--- src/rtl/morph_frame_if.sv ---
// Pixel-side bundle between the video source/kernel and morph_frame_ctrl.
// master drives the raster, slave is the frame controller.
interface morph_frame_if #(
  parameter int CNT_W = 12
);
  logic             in_active;
  logic             in_vsync;
  logic             kern_active;
  logic             lb_clr;
  logic [1:0]       op_mode;
  logic             flush_active;
  logic             border_mask;
  logic [CNT_W-1:0] in_col;
  logic [CNT_W-1:0] in_row;
  logic             frame_done;
  logic             busy;

  modport master (
    output in_active,
    output in_vsync,
    output kern_active,
    input  lb_clr,
    input  op_mode,
    input  flush_active,
    input  border_mask,
    input  in_col,
    input  in_row,
    input  frame_done,
    input  busy
  );

  modport slave (
    input  in_active,
    input  in_vsync,
    input  kern_active,
    output lb_clr,
    output op_mode,
    output flush_active,
    output border_mask,
    output in_col,
    output in_row,
    output frame_done,
    output busy
  );
endinterface

--- src/rtl/morph_frame_ctrl.sv ---
// Frame sequencer for the 3x3 morphological pipeline: arms on vsync,
// latches mode, injects flush lines, builds the border mask.
module morph_frame_ctrl #(
  parameter int VIDEO_WIDTH   = 1280,
  parameter int VIDEO_HEIGHT  = 720,
  parameter int OPERATOR_SIZE = 3,
  parameter int FLUSH_HGAP    = 16,
  parameter int CNT_W         = 12
) (
  input  logic       clk,
  input  logic       rst,
  input  logic       cfg_enable,
  input  logic [1:0] cfg_mode,
  input  logic       err_clr,
  morph_frame_if.slave vif,
  output logic       err_len,
  output logic       err_frame,
  output logic       err_ovr
);

  localparam int K = (OPERATOR_SIZE - 1) / 2;

  localparam logic [CNT_W-1:0] W_LAST = CNT_W'(VIDEO_WIDTH - 1);
  localparam logic [CNT_W-1:0] H_END  = CNT_W'(VIDEO_HEIGHT);
  localparam logic [CNT_W-1:0] G_LAST = CNT_W'(FLUSH_HGAP - 1);
  localparam logic [CNT_W-1:0] L_LAST = CNT_W'(K - 1);
  localparam logic [CNT_W-1:0] K_LO   = CNT_W'(K);
  localparam logic [CNT_W-1:0] C_HI   = CNT_W'(VIDEO_WIDTH - K);
  localparam logic [CNT_W-1:0] R_HI   = CNT_W'(VIDEO_HEIGHT - K);

  typedef enum logic [2:0] {
    S_IDLE,
    S_ARM,
    S_FRAME,
    S_FLUSH,
    S_DONE
  } state_t;

  state_t state, state_nx;

  logic             vs_q;
  logic             vs_rise;
  logic             start;
  logic             ovr_set;
  logic             fl_end;
  logic             row_full;
  logic             len_set;
  logic             fl_ph;
  logic [CNT_W-1:0] fl_cnt;
  logic [CNT_W-1:0] fl_line;
  logic [CNT_W-1:0] col;
  logic [CNT_W-1:0] row;
  logic [CNT_W-1:0] out_col;
  logic [CNT_W-1:0] out_row;
  logic [1:0]       mode_q;
  logic             on_edge;

  // Registered rise: an edge seen at cycle t is acted on at t+1.
  always_ff @(posedge clk or negedge rst) begin
    if (!rst) begin
      vs_q    <= 1'b0;
      vs_rise <= 1'b0;
    end else begin
      vs_q    <= vif.in_vsync;
      vs_rise <= vif.in_vsync & ~vs_q;
    end
  end

  assign row_full = (row >= H_END);
  assign fl_end   = fl_ph && (fl_cnt == W_LAST)
                    && (fl_line == L_LAST);

  always_ff @(posedge clk or negedge rst) begin
    if (!rst) state <= S_IDLE;
    else      state <= state_nx;
  end

  always_comb begin
    state_nx = state;
    start    = 1'b0;
    ovr_set  = 1'b0;
    unique case (state)
      S_IDLE: begin
        if (cfg_enable) state_nx = S_ARM;
      end
      S_ARM: begin
        if (!cfg_enable) begin
          state_nx = S_IDLE;
        end else if (vs_rise) begin
          start    = 1'b1;
          state_nx = S_FRAME;
        end
      end
      S_FRAME: begin
        if (row_full)     state_nx = S_FLUSH;
        else if (vs_rise) start    = 1'b1;
      end
      S_FLUSH: begin
        if (vif.in_active) begin
          ovr_set  = 1'b1;
          state_nx = S_ARM;
        end else if (fl_end) begin
          state_nx = S_DONE;
        end
      end
      S_DONE: begin
        state_nx = cfg_enable ? S_ARM : S_IDLE;
      end
      default: state_nx = S_IDLE;
    endcase
  end

  assign len_set = (state == S_FRAME) && !start && !row_full
                   && !vif.in_active && (col != '0);

  always_ff @(posedge clk or negedge rst) begin
    if (!rst) begin
      col <= '0;
      row <= '0;
    end else if (start) begin
      col <= '0;
      row <= '0;
    end else if (state == S_FRAME && !row_full) begin
      if (vif.in_active) begin
        if (col == W_LAST) begin
          col <= '0;
          row <= row + 1'b1;
        end else begin
          col <= col + 1'b1;
        end
      end else if (col != '0) begin
        col <= '0;
        row <= row + 1'b1;
      end
    end
  end

  always_ff @(posedge clk or negedge rst) begin
    if (!rst)       mode_q <= 2'b00;
    else if (start) mode_q <= (cfg_mode == 2'b11) ? 2'b00 : cfg_mode;
  end

  // Each flush line: idle gap phase, then a full-width zero-pixel phase.
  always_ff @(posedge clk or negedge rst) begin
    if (!rst) begin
      fl_ph   <= 1'b0;
      fl_cnt  <= '0;
      fl_line <= '0;
    end else if (state != S_FLUSH) begin
      fl_ph   <= 1'b0;
      fl_cnt  <= '0;
      fl_line <= '0;
    end else if (!fl_ph) begin
      if (fl_cnt == G_LAST) begin
        fl_ph  <= 1'b1;
        fl_cnt <= '0;
      end else begin
        fl_cnt <= fl_cnt + 1'b1;
      end
    end else if (fl_cnt == W_LAST) begin
      fl_ph   <= 1'b0;
      fl_cnt  <= '0;
      fl_line <= fl_line + 1'b1;
    end else begin
      fl_cnt <= fl_cnt + 1'b1;
    end
  end

  always_ff @(posedge clk or negedge rst) begin
    if (!rst) begin
      out_col <= '0;
      out_row <= '0;
    end else if (start) begin
      out_col <= '0;
      out_row <= '0;
    end else if (vif.kern_active) begin
      if (out_col == W_LAST) begin
        out_col <= '0;
        out_row <= out_row + 1'b1;
      end else begin
        out_col <= out_col + 1'b1;
      end
    end
  end

  always_ff @(posedge clk or negedge rst) begin
    if (!rst) begin
      err_len   <= 1'b0;
      err_frame <= 1'b0;
      err_ovr   <= 1'b0;
    end else begin
      err_len   <= len_set | (err_len & ~err_clr);
      err_frame <= (start && state == S_FRAME)
                   | (err_frame & ~err_clr);
      err_ovr   <= ovr_set | (err_ovr & ~err_clr);
    end
  end

  assign on_edge = (out_col < K_LO) || (out_col >= C_HI)
                   || (out_row < K_LO) || (out_row >= R_HI);

  assign vif.lb_clr       = start;
  assign vif.op_mode      = mode_q;
  assign vif.flush_active = (state == S_FLUSH) && fl_ph
                            && !vif.in_active;
  assign vif.border_mask  = rst && vif.kern_active && on_edge;
  assign vif.in_col       = col;
  assign vif.in_row       = row;
  assign vif.frame_done   = (state == S_DONE);
  assign vif.busy         = (state == S_FRAME) || (state == S_FLUSH);

endmodule

--- src/flat_wrapper.sv ---
// flat-port wrapper written by rule: the top's interface ports become plain ports
module morph_frame_ctrl_flat 
#(
  parameter int VIDEO_WIDTH   = 1280,
  parameter int VIDEO_HEIGHT  = 720,
  parameter int OPERATOR_SIZE = 3,
  parameter int FLUSH_HGAP    = 16,
  parameter int CNT_W         = 12
)
  (clk, rst, cfg_enable, cfg_mode, err_clr, err_len, err_frame, err_ovr, vif_in_active, vif_in_vsync, vif_kern_active, vif_lb_clr, vif_op_mode, vif_flush_active, vif_border_mask, vif_in_col, vif_in_row, vif_frame_done, vif_busy);
  morph_frame_if #(.CNT_W(CNT_W)) vif_i ();
  input  logic clk;
  input  logic rst;
  input  logic cfg_enable;
  input  logic [1:0] cfg_mode;
  input  logic err_clr;
  output logic err_len;
  output logic err_frame;
  output logic err_ovr;
  input wire logic [$bits(vif_i.in_active)-1:0] vif_in_active;
  input wire logic [$bits(vif_i.in_vsync)-1:0] vif_in_vsync;
  input wire logic [$bits(vif_i.kern_active)-1:0] vif_kern_active;
  output wire logic [$bits(vif_i.lb_clr)-1:0] vif_lb_clr;
  output wire logic [$bits(vif_i.op_mode)-1:0] vif_op_mode;
  output wire logic [$bits(vif_i.flush_active)-1:0] vif_flush_active;
  output wire logic [$bits(vif_i.border_mask)-1:0] vif_border_mask;
  output wire logic [$bits(vif_i.in_col)-1:0] vif_in_col;
  output wire logic [$bits(vif_i.in_row)-1:0] vif_in_row;
  output wire logic [$bits(vif_i.frame_done)-1:0] vif_frame_done;
  output wire logic [$bits(vif_i.busy)-1:0] vif_busy;
  assign vif_i.in_active = vif_in_active;
  assign vif_i.in_vsync = vif_in_vsync;
  assign vif_i.kern_active = vif_kern_active;
  assign vif_lb_clr = vif_i.lb_clr;
  assign vif_op_mode = vif_i.op_mode;
  assign vif_flush_active = vif_i.flush_active;
  assign vif_border_mask = vif_i.border_mask;
  assign vif_in_col = vif_i.in_col;
  assign vif_in_row = vif_i.in_row;
  assign vif_frame_done = vif_i.frame_done;
  assign vif_busy = vif_i.busy;
  morph_frame_ctrl #(.VIDEO_WIDTH(VIDEO_WIDTH), .VIDEO_HEIGHT(VIDEO_HEIGHT), .OPERATOR_SIZE(OPERATOR_SIZE), .FLUSH_HGAP(FLUSH_HGAP), .CNT_W(CNT_W)) u_core (.clk(clk), .rst(rst), .cfg_enable(cfg_enable), .cfg_mode(cfg_mode), .err_clr(err_clr), .vif(vif_i), .err_len(err_len), .err_frame(err_frame), .err_ovr(err_ovr));
endmodule
--- config.mk ---
export PLATFORM = sky130hd
export DESIGN_NAME = morph_frame_ctrl_flat
export DESIGN_NICKNAME = d
export VERILOG_FILES = /design/src/rtl/morph_frame_if.sv /design/src/rtl/morph_frame_ctrl.sv /design/src/flat_wrapper.sv
export SDC_FILE = /design/constraint.sdc
export NUM_CORES = 1
export LEC_CHECK = 0
export BUFFER_PORTS_ARGS = -buffer_cell sky130_fd_sc_hd__buf_4
export CAP_MARGIN = 10
export CORE_MARGIN = 2
export CORE_UTILIZATION = 64
export CTS_BUF_LIST = sky130_fd_sc_hd__clkbuf_8 sky130_fd_sc_hd__clkbuf_16
export DETAILED_ROUTE_END_ITERATION = 8
export GPL_TIMING_DRIVEN = 1
export PLACE_DENSITY = 0.85
export SLEW_MARGIN = 20
export SYNTH_ARGS = -nofsm -noshare
export SYNTH_HDL_FRONTEND = slang
export SYNTH_SLANG_ARGS = --single-unit
--- constraint.sdc ---
create_clock -name clk -period 4.2 [get_ports clk]
set_input_delay 0.84 -clock clk [delete_from_list [all_inputs] [get_ports clk]]
set_output_delay 0.84 -clock clk [all_outputs]
set_load 0.05 [all_outputs]
==> results.tsv, run 1 <==
stage	metric	value	unit
run_status	status	completed	
power_and_ir_drop	power_density	454	nW/µm²
critical_path	crit_chain	inv_1, ha_1, or4b_2, o21ai_0, o21ai_0, a31oi_1, buf_4	
synth	synth-edff-count	0	
sta	fin_setup_tns	0	ns
synth	synth_top_family_by_area	simple AND/OR/NAND/NOR gates	
route	vias	3704	
synth	synthCells	466	
grt	grtUsageTotal	27.0	%
clocking	cts_tree	built	
critical_path	crit_fanout	4	
synth	synth_cell_types	59	
synth	synth_flop_cell	dfrtp_1	
critical_path	reg2regPathDepth	5	
grt	grt-ovfl-total	0	
route	drc	0	
grt	antenna_found_initial	0	
clocking	cts_inserted_buffers	9	
critical_path	cp.depth	7	
floorplanning	design.die.area	7720	µm²
grt	grt_pass1_wl	16600	µm
critical_path	slowest_stage	or4b_2	
synth	synth-seq-cells	83	
synth	synthMuxAreaShare	1.19	%
clocking	clk_pin_slew	0.08	ns
synth	synth_warnings	0	
synth	yosys.area_share.xor_xnor	7.19	%
floorplanning	fp-row-count	30	
critical_path	cp-end-kind	output pin	
synth	synthesis.area	4500	µm²
power_and_ir_drop	p_leak	2.21	nW
sta	setup_viol	0	
route	route.antenna.remaining_nets	0	
floorplanning	die_height	87.9	µm
clocking	htreeDepth	3	
critical_path	worstSetupStartpointType	register	
synth	synth.top_cells.by_count	83 x dfrtp_1, 53 x nor2_1, 33 x nand3_1	
synth	synthAdderAreaFrac	3.06	%
clocking	postCtsSetupBuffers	0	
place	dpl.hpwl	6450	µm
clocking	root_buffer	clkbuf_8	
floorplanning	initial_core_util	66.3	%
sta	finClkSkew	0.0119	ns
synth	seq_area_frac_synth	46.1	%
grt	grt_start_max_net_pins	52	
critical_path	critPathArrivalTime	2.20	ns
final_layout	syn_to_final_growth	12.9	%
sta	slew_violations	0	
final_layout	antenna_cells	0	
sta	period_needed	3.04	ns
final_layout	finalNetCount	522	
grt	grt_pass1_vias	3644	
final_layout	final_cell_area	5090	µm²
place	io_buffers	42	
route	firstDrtPassIters	5	
clocking	clk_path_buf_depth	2	
place	post_dp_cell_area	4840	µm²
hold_path	hp-class	register to register	
critical_path	slowest_delay	0.58	ns
synth	yosys.area_share.simple	25.5	%
floorplanning	die_w	87.9	µm
sta	fin_crit_sh	72.3	%
synth	ys_top_cells_by_area	dfrtp_1 46%, xor2_1 4.9%, nor2_1 4.4%	
synth	yosysTopAreaCellShare	46.1	%
synth	synth-compound-area-share	12.0	%
floorplanning	coreArea	6790	µm²
sta	fmax	329	MHz
hold_path	hold_depth	1	
synth	syn_avg_cell_area	9.67	µm²
synth	syn_nets	486	
run	max-cap-violations	0	
clocking	cts.sinks	83	
place	place_congestion	0.851	
route	detail_route.wl_per_cell	15.8	µm
floorplanning	ios	43	
clocking	ctsHoldBuffers	0	
sta	rsz0062_at_grt	false	
critical_path	critPathRequiredTime	3.36	ns
critical_path	path_buf_inv	2	
sta	worst_pin_slew	0.725	ns
sta	max_slew_margin	51.3	%
critical_path	crit_top_cell	o21ai_0	
final_layout	layout-drive-gt1-share	18.1	%
clocking	cts_resized	0	
critical_path	cp_top_family	simple AND/OR/NAND/NOR gates	
synth	async_reset_ff_share	100	%
clocking	clkLatencyLatePin	0.35	ns
power_and_ir_drop	ir_drop	0.000269	V
synth	yosysTopAreaCell	dfrtp_1	
route	drt_iter0_drc	305	
critical_path	critPathKind	register to output pin	
synth	synth.most_common_cell	dfrtp_1	
route	wirelength	9550	µm
route	viasPerCell	6.14	
sta	finalHoldViolCount	0	
## area by class of cell
| cell class | instances | area [µm²] |
|---|---|---|
| clock inverters | 6 | 113 |
| inverters | 24 | 90.1 |
| clock buffers | 10 | 138 |
| multi-input cells | 339 | 2210 |
| flip-flops and latches | 83 | 2080 |
| repair buffers | 45 | 338 |
| fillers | 488 | 1710 |
| well taps | 96 | 120 |
## metrics by stage
stage / instances / util, % / setup WS, ns / hold WS, ns / power (mW)
finish: 603 / 74.9 / 1.16 / 0.412 / 2.31
global route: 603 / 74.9 / 1.01 / 0.431 / 2.42
CTS: 603 / 74.9 / 1.14 / 0.410 / 2.32
detailed placement: 587 / 71.2 / 1.53 / 0.398 / 1.62
global placement: 587 / 71.2 / 1.59 / 0.382 / 1.60
floorplan: 466 / - / 0.907 / 0.378 / 1.48
## routing by layer
layer  GRT usage [%]  vias up  wire, µm
met5               0        -         0
met4            11.5        0       201
met3            4.43       24       455
met2            46.6      136      4800
met1            33.7     1807      4100
li1                -     1737         -
## placed cells by master (no fill, tap or decap), drive strengths merged, types with 2 or more instances in the layout
cell / instances
a211oi: 2
a21boi: 2
a21oi: 30
a31oi: 2
and2: 4
and3: 13
and4: 9
buf: 45
bufinv: 3
clkbuf: 10
clkinv: 3
dfrtp: 83
ha: 11
inv: 24
mux2: 3
mux2i: 2
nand2: 24
nand3: 34
nand4: 18
nor2: 55
nor2b: 4
nor3: 6
nor4: 7
nor4b: 3
o21ai: 20
o22ai: 2
o31ai: 12
or3: 11
or4: 13
or4b: 3
xnor2: 12
xor2: 25
## logic make-up after synthesis
group	Yosys count
simple gates	208
flops	83
compound gates	78
buf+inv	44
xor+xnor	37
fa+ha+maj	11
mux	5
## report_power, final
| group | total [mW] | switching (mW) | internal (mW) |
|---|---|---|---|
| clock network | 0.702 | 0.290 | 0.412 |
| logic | 0.640 | 0.441 | 0.199 |
| registers | 0.966 | 0.0943 | 0.871 |
## state kept, by name, indices dropped and copies added, names as in the netlist
name	count
u_core.fl_cnt	12
u_core.fl_line	12
u_core.out_col	12
u_core.out_row	12
u_core.vif.in_col	12
u_core.vif.in_row	12
u_core.state	3
u_core.vif.op_mode	2
u_core.err_frame	1
u_core.err_len	1
u_core.err_ovr	1
u_core.fl_ph	1
u_core.vs_q	1
u_core.vs_rise	1
## worst register-to-register path: cells and delay by family (launching register included)
family           cells  cell delay [ns]
flip-flops           1             0.42
AO/OA/AOI/OAI        1             0.17
AND/OR/NAND/NOR      4             1.85
## final timing paths
path	from	to	slack (ns)
max reg2reg	u_core.state[2]$_DFFE_PN0P_	u_core.vif.in_row[4]$_DFFE_PN0P_	1.68
min	u_core.vs_q$_DFF_PN0_	u_core.vs_rise$_DFF_PN0_	0.41
max in group asynchronous	rst	u_core.out_row[6]$_DFFE_PN0P_	2.77
min reg2reg	u_core.vs_q$_DFF_PN0_	u_core.vs_rise$_DFF_PN0_	0.41
max	u_core.out_col[0]$_DFFE_PN0P_	vif_border_mask	1.16
min in group asynchronous	rst	u_core.vif.in_col[9]$_DFFE_PN0P_	0.42
No activity file was read; power rests on OpenSTA's default activity.
==> inputs of run 2 (changes only) <==
CORE_UTILIZATION = 59   (was 64)
PLACE_DENSITY = 0.79   (was 0.85)
clock period = 2.8 ns   (was 4.2 ns; I/O delays follow)
==> results.tsv, run 2 (synthesized netlist as in run 1, its figures left out) <==
stage	metric	value	unit
final_layout	final_common_cell	dfrtp_1	
hold_path	hp-class	input port to async pin	
final_layout	syn_to_final_growth	15.5	%
route	viasPerCell	6.01	
sta	setup_viol	0	
clocking	clkLatencyLatePin	0.34	ns
clocking	clk_pin_slew	0.09	ns
floorplanning	fp-row-count	31	
grt	grt-ovfl-total	0	
place	place_congestion	0.839	
sta	max_slew_margin	51.1	%
grt	grt_pass1_vias	3517	
clocking	root_buffer	clkbuf_8	
power_and_ir_drop	p_leak	2.27	nW
route	drc	0	
sta	finalHoldViolCount	0	
floorplanning	design.die.area	8350	µm²
critical_path	cp-end-kind	output pin	
final_layout	layout-drive-gt1-share	21.7	%
critical_path	critPathArrivalTime	2.16	ns
final_layout	nFillCells	551	
critical_path	crit_fanout	2	
grt	grtUsageTotal	24.5	%
floorplanning	die_height	91.4	µm
grt	grt_start_max_net_pins	43	
clocking	cts.sinks	83	
place	pre_cts_ws	0.355	ns
sta	fmax	367	MHz
run	max-cap-violations	0	
critical_path	slowest_stage	dfrtp_1	
final_layout	mostFrequentLayoutCells	83 x dfrtp_1, 54 x buf_4, 52 x nor2_1, 32 x nand3_1, 25 x xor2_1	
sta	setup_slack	0.0763	ns
route	drt_iter0_drc	210	
route	wirelength	9800	µm
floorplanning	coreArea	7330	µm²
final_layout	finalNetCount	531	
critical_path	critPathRequiredTime	2.24	ns
final_layout	multiInputGateArea	2270	µm²
run_status	status	completed	
sta	worst_pin_slew	0.725	ns
grt	grt_pass1_wl	16600	µm
sta	period_needed	2.72	ns
clocking	htreeDepth	3	
place	dpl.hpwl	6640	µm
floorplanning	ios	43	
sta	finClkSkew	0.00992	ns
floorplanning	die_w	91.4	µm
sta	slew_violations	0	
final_layout	register_area	2080	µm²
critical_path	critPathKind	register to output pin	
sta	fin_crit_sh	97.3	%
critical_path	crit_chain	inv_2, ha_4, nor4b_4, nand2_1, o41ai_2, nor4_2, a31oi_1, buf_4	
place	io_buffers	42	
route	firstDrtPassIters	5	
power_and_ir_drop	power	3.43	mW
final_layout	antenna_cells	0	
critical_path	slowest_delay	0.40	ns
clocking	cts_inserted_buffers	9	
sta	timing.hold.ws	0.307	ns
route	detail_route.wl_per_cell	15.9	µm
route	route.antenna.remaining_nets	0	
grt	antenna_found_initial	0	
clocking	clk_path_buf_depth	2	
clocking	cts_tree	built	
route	vias	3695	
critical_path	worstSetupStartpointType	register	
power_and_ir_drop	power_density	660	nW/µm²
power_and_ir_drop	ir_drop	0.000445	V
floorplanning	initial_core_util	61.4	%
-- run 2: cell count changes in the layout (fill, tap and decap cells not counted), sizes merged --
cell | previous run | this run
buf | 45 | 54
clkbuf | 10 | 11
bufinv | 3 | 2
clkinv | 3 | 2
clkinvlp | 0 | 1
-- run 2: final timing paths --
kind                                                     from  depth (start not counted)                           endpoint  slack [ns]
max in group asynchronous                                 rst                          2         u_core.fl_cnt[3]$_DFF_PN0_        2.10
worst max-delay path            u_core.out_row[0]$_DFFE_PN0P_                          8                    vif_border_mask        0.08
worst min-delay path                                      rst                          2  u_core.vif.in_col[10]$_DFFE_PN0P_        0.31
worst max register to register    u_core.state[2]$_DFFE_PN0P_                          5   u_core.vif.in_row[4]$_DFFE_PN0P_        0.32
min in group clk                                 vif_in_vsync                          1              u_core.vs_q$_DFF_PN0_        0.33
worst min register to register          u_core.vs_q$_DFF_PN0_                          1           u_core.vs_rise$_DFF_PN0_        0.40
-- run 2: layout make-up --
cell class                 count  share of cell area [%]
clock buffer                  11                    2.91
clock inverter                 5                    1.64
timing repair buffer          54                    7.79
tap                           99                    2.38
inverter                      24                    1.73
sequential                    83                    39.9
multi-input combinational    339                    43.6
-- run 2: power by group --
part	internal (mW)	leakage [nW]	total, mW	switching [mW]
combinational	0.328	1.01	0.997	0.668
sequential	1.31	1.14	1.45	0.139
clock	0.555	0.116	0.991	0.437
total	2.19	2.27	3.43	1.24
-- run 2: worst max-delay path: cells and delay by family (launching register included) --
| family | cells | cell delay (ns) |
|---|---|---|
| flops | 1 | 0.40 |
| simple gates | 3 | 0.36 |
| compound gates | 2 | 0.62 |
| fa+ha+maj | 1 | 0.12 |
| buf+inv | 2 | 0.33 |
-- run 2: stage by stage --
stage / TNS (ns) / std cells / util [%] / area (µm²)
floorplan: 0 / 466 / - / 4510
global placement: 0 / 593 / 66.3 / 4860
detailed placement: 0 / 593 / 66.3 / 4860
CTS: 0 / 611 / 69.8 / 5110
global route: -0.0279 / 615 / 71.0 / 5200
finish: 0 / 615 / 71.0 / 5200
-- run 2: timing repair --
action                     4_1_cts  5_1_grt
resized for setup                1       15
setup endpoints to repair        1        1
hold buffers                     0        0
setup buffers                    2        4
pin swaps                        1        5
-- run 2: layer usage --
layer  part of all wire (%)  wire (µm)  up-vias  GRT usage [%]
li1                       -          -     1763              -
met1                     44       4300     1817           33.2
met2                     51       4960      103           40.6
met3                    4.2        409       12           3.65
met4                    1.3        130        0           7.95
met5                      0          0        -              0
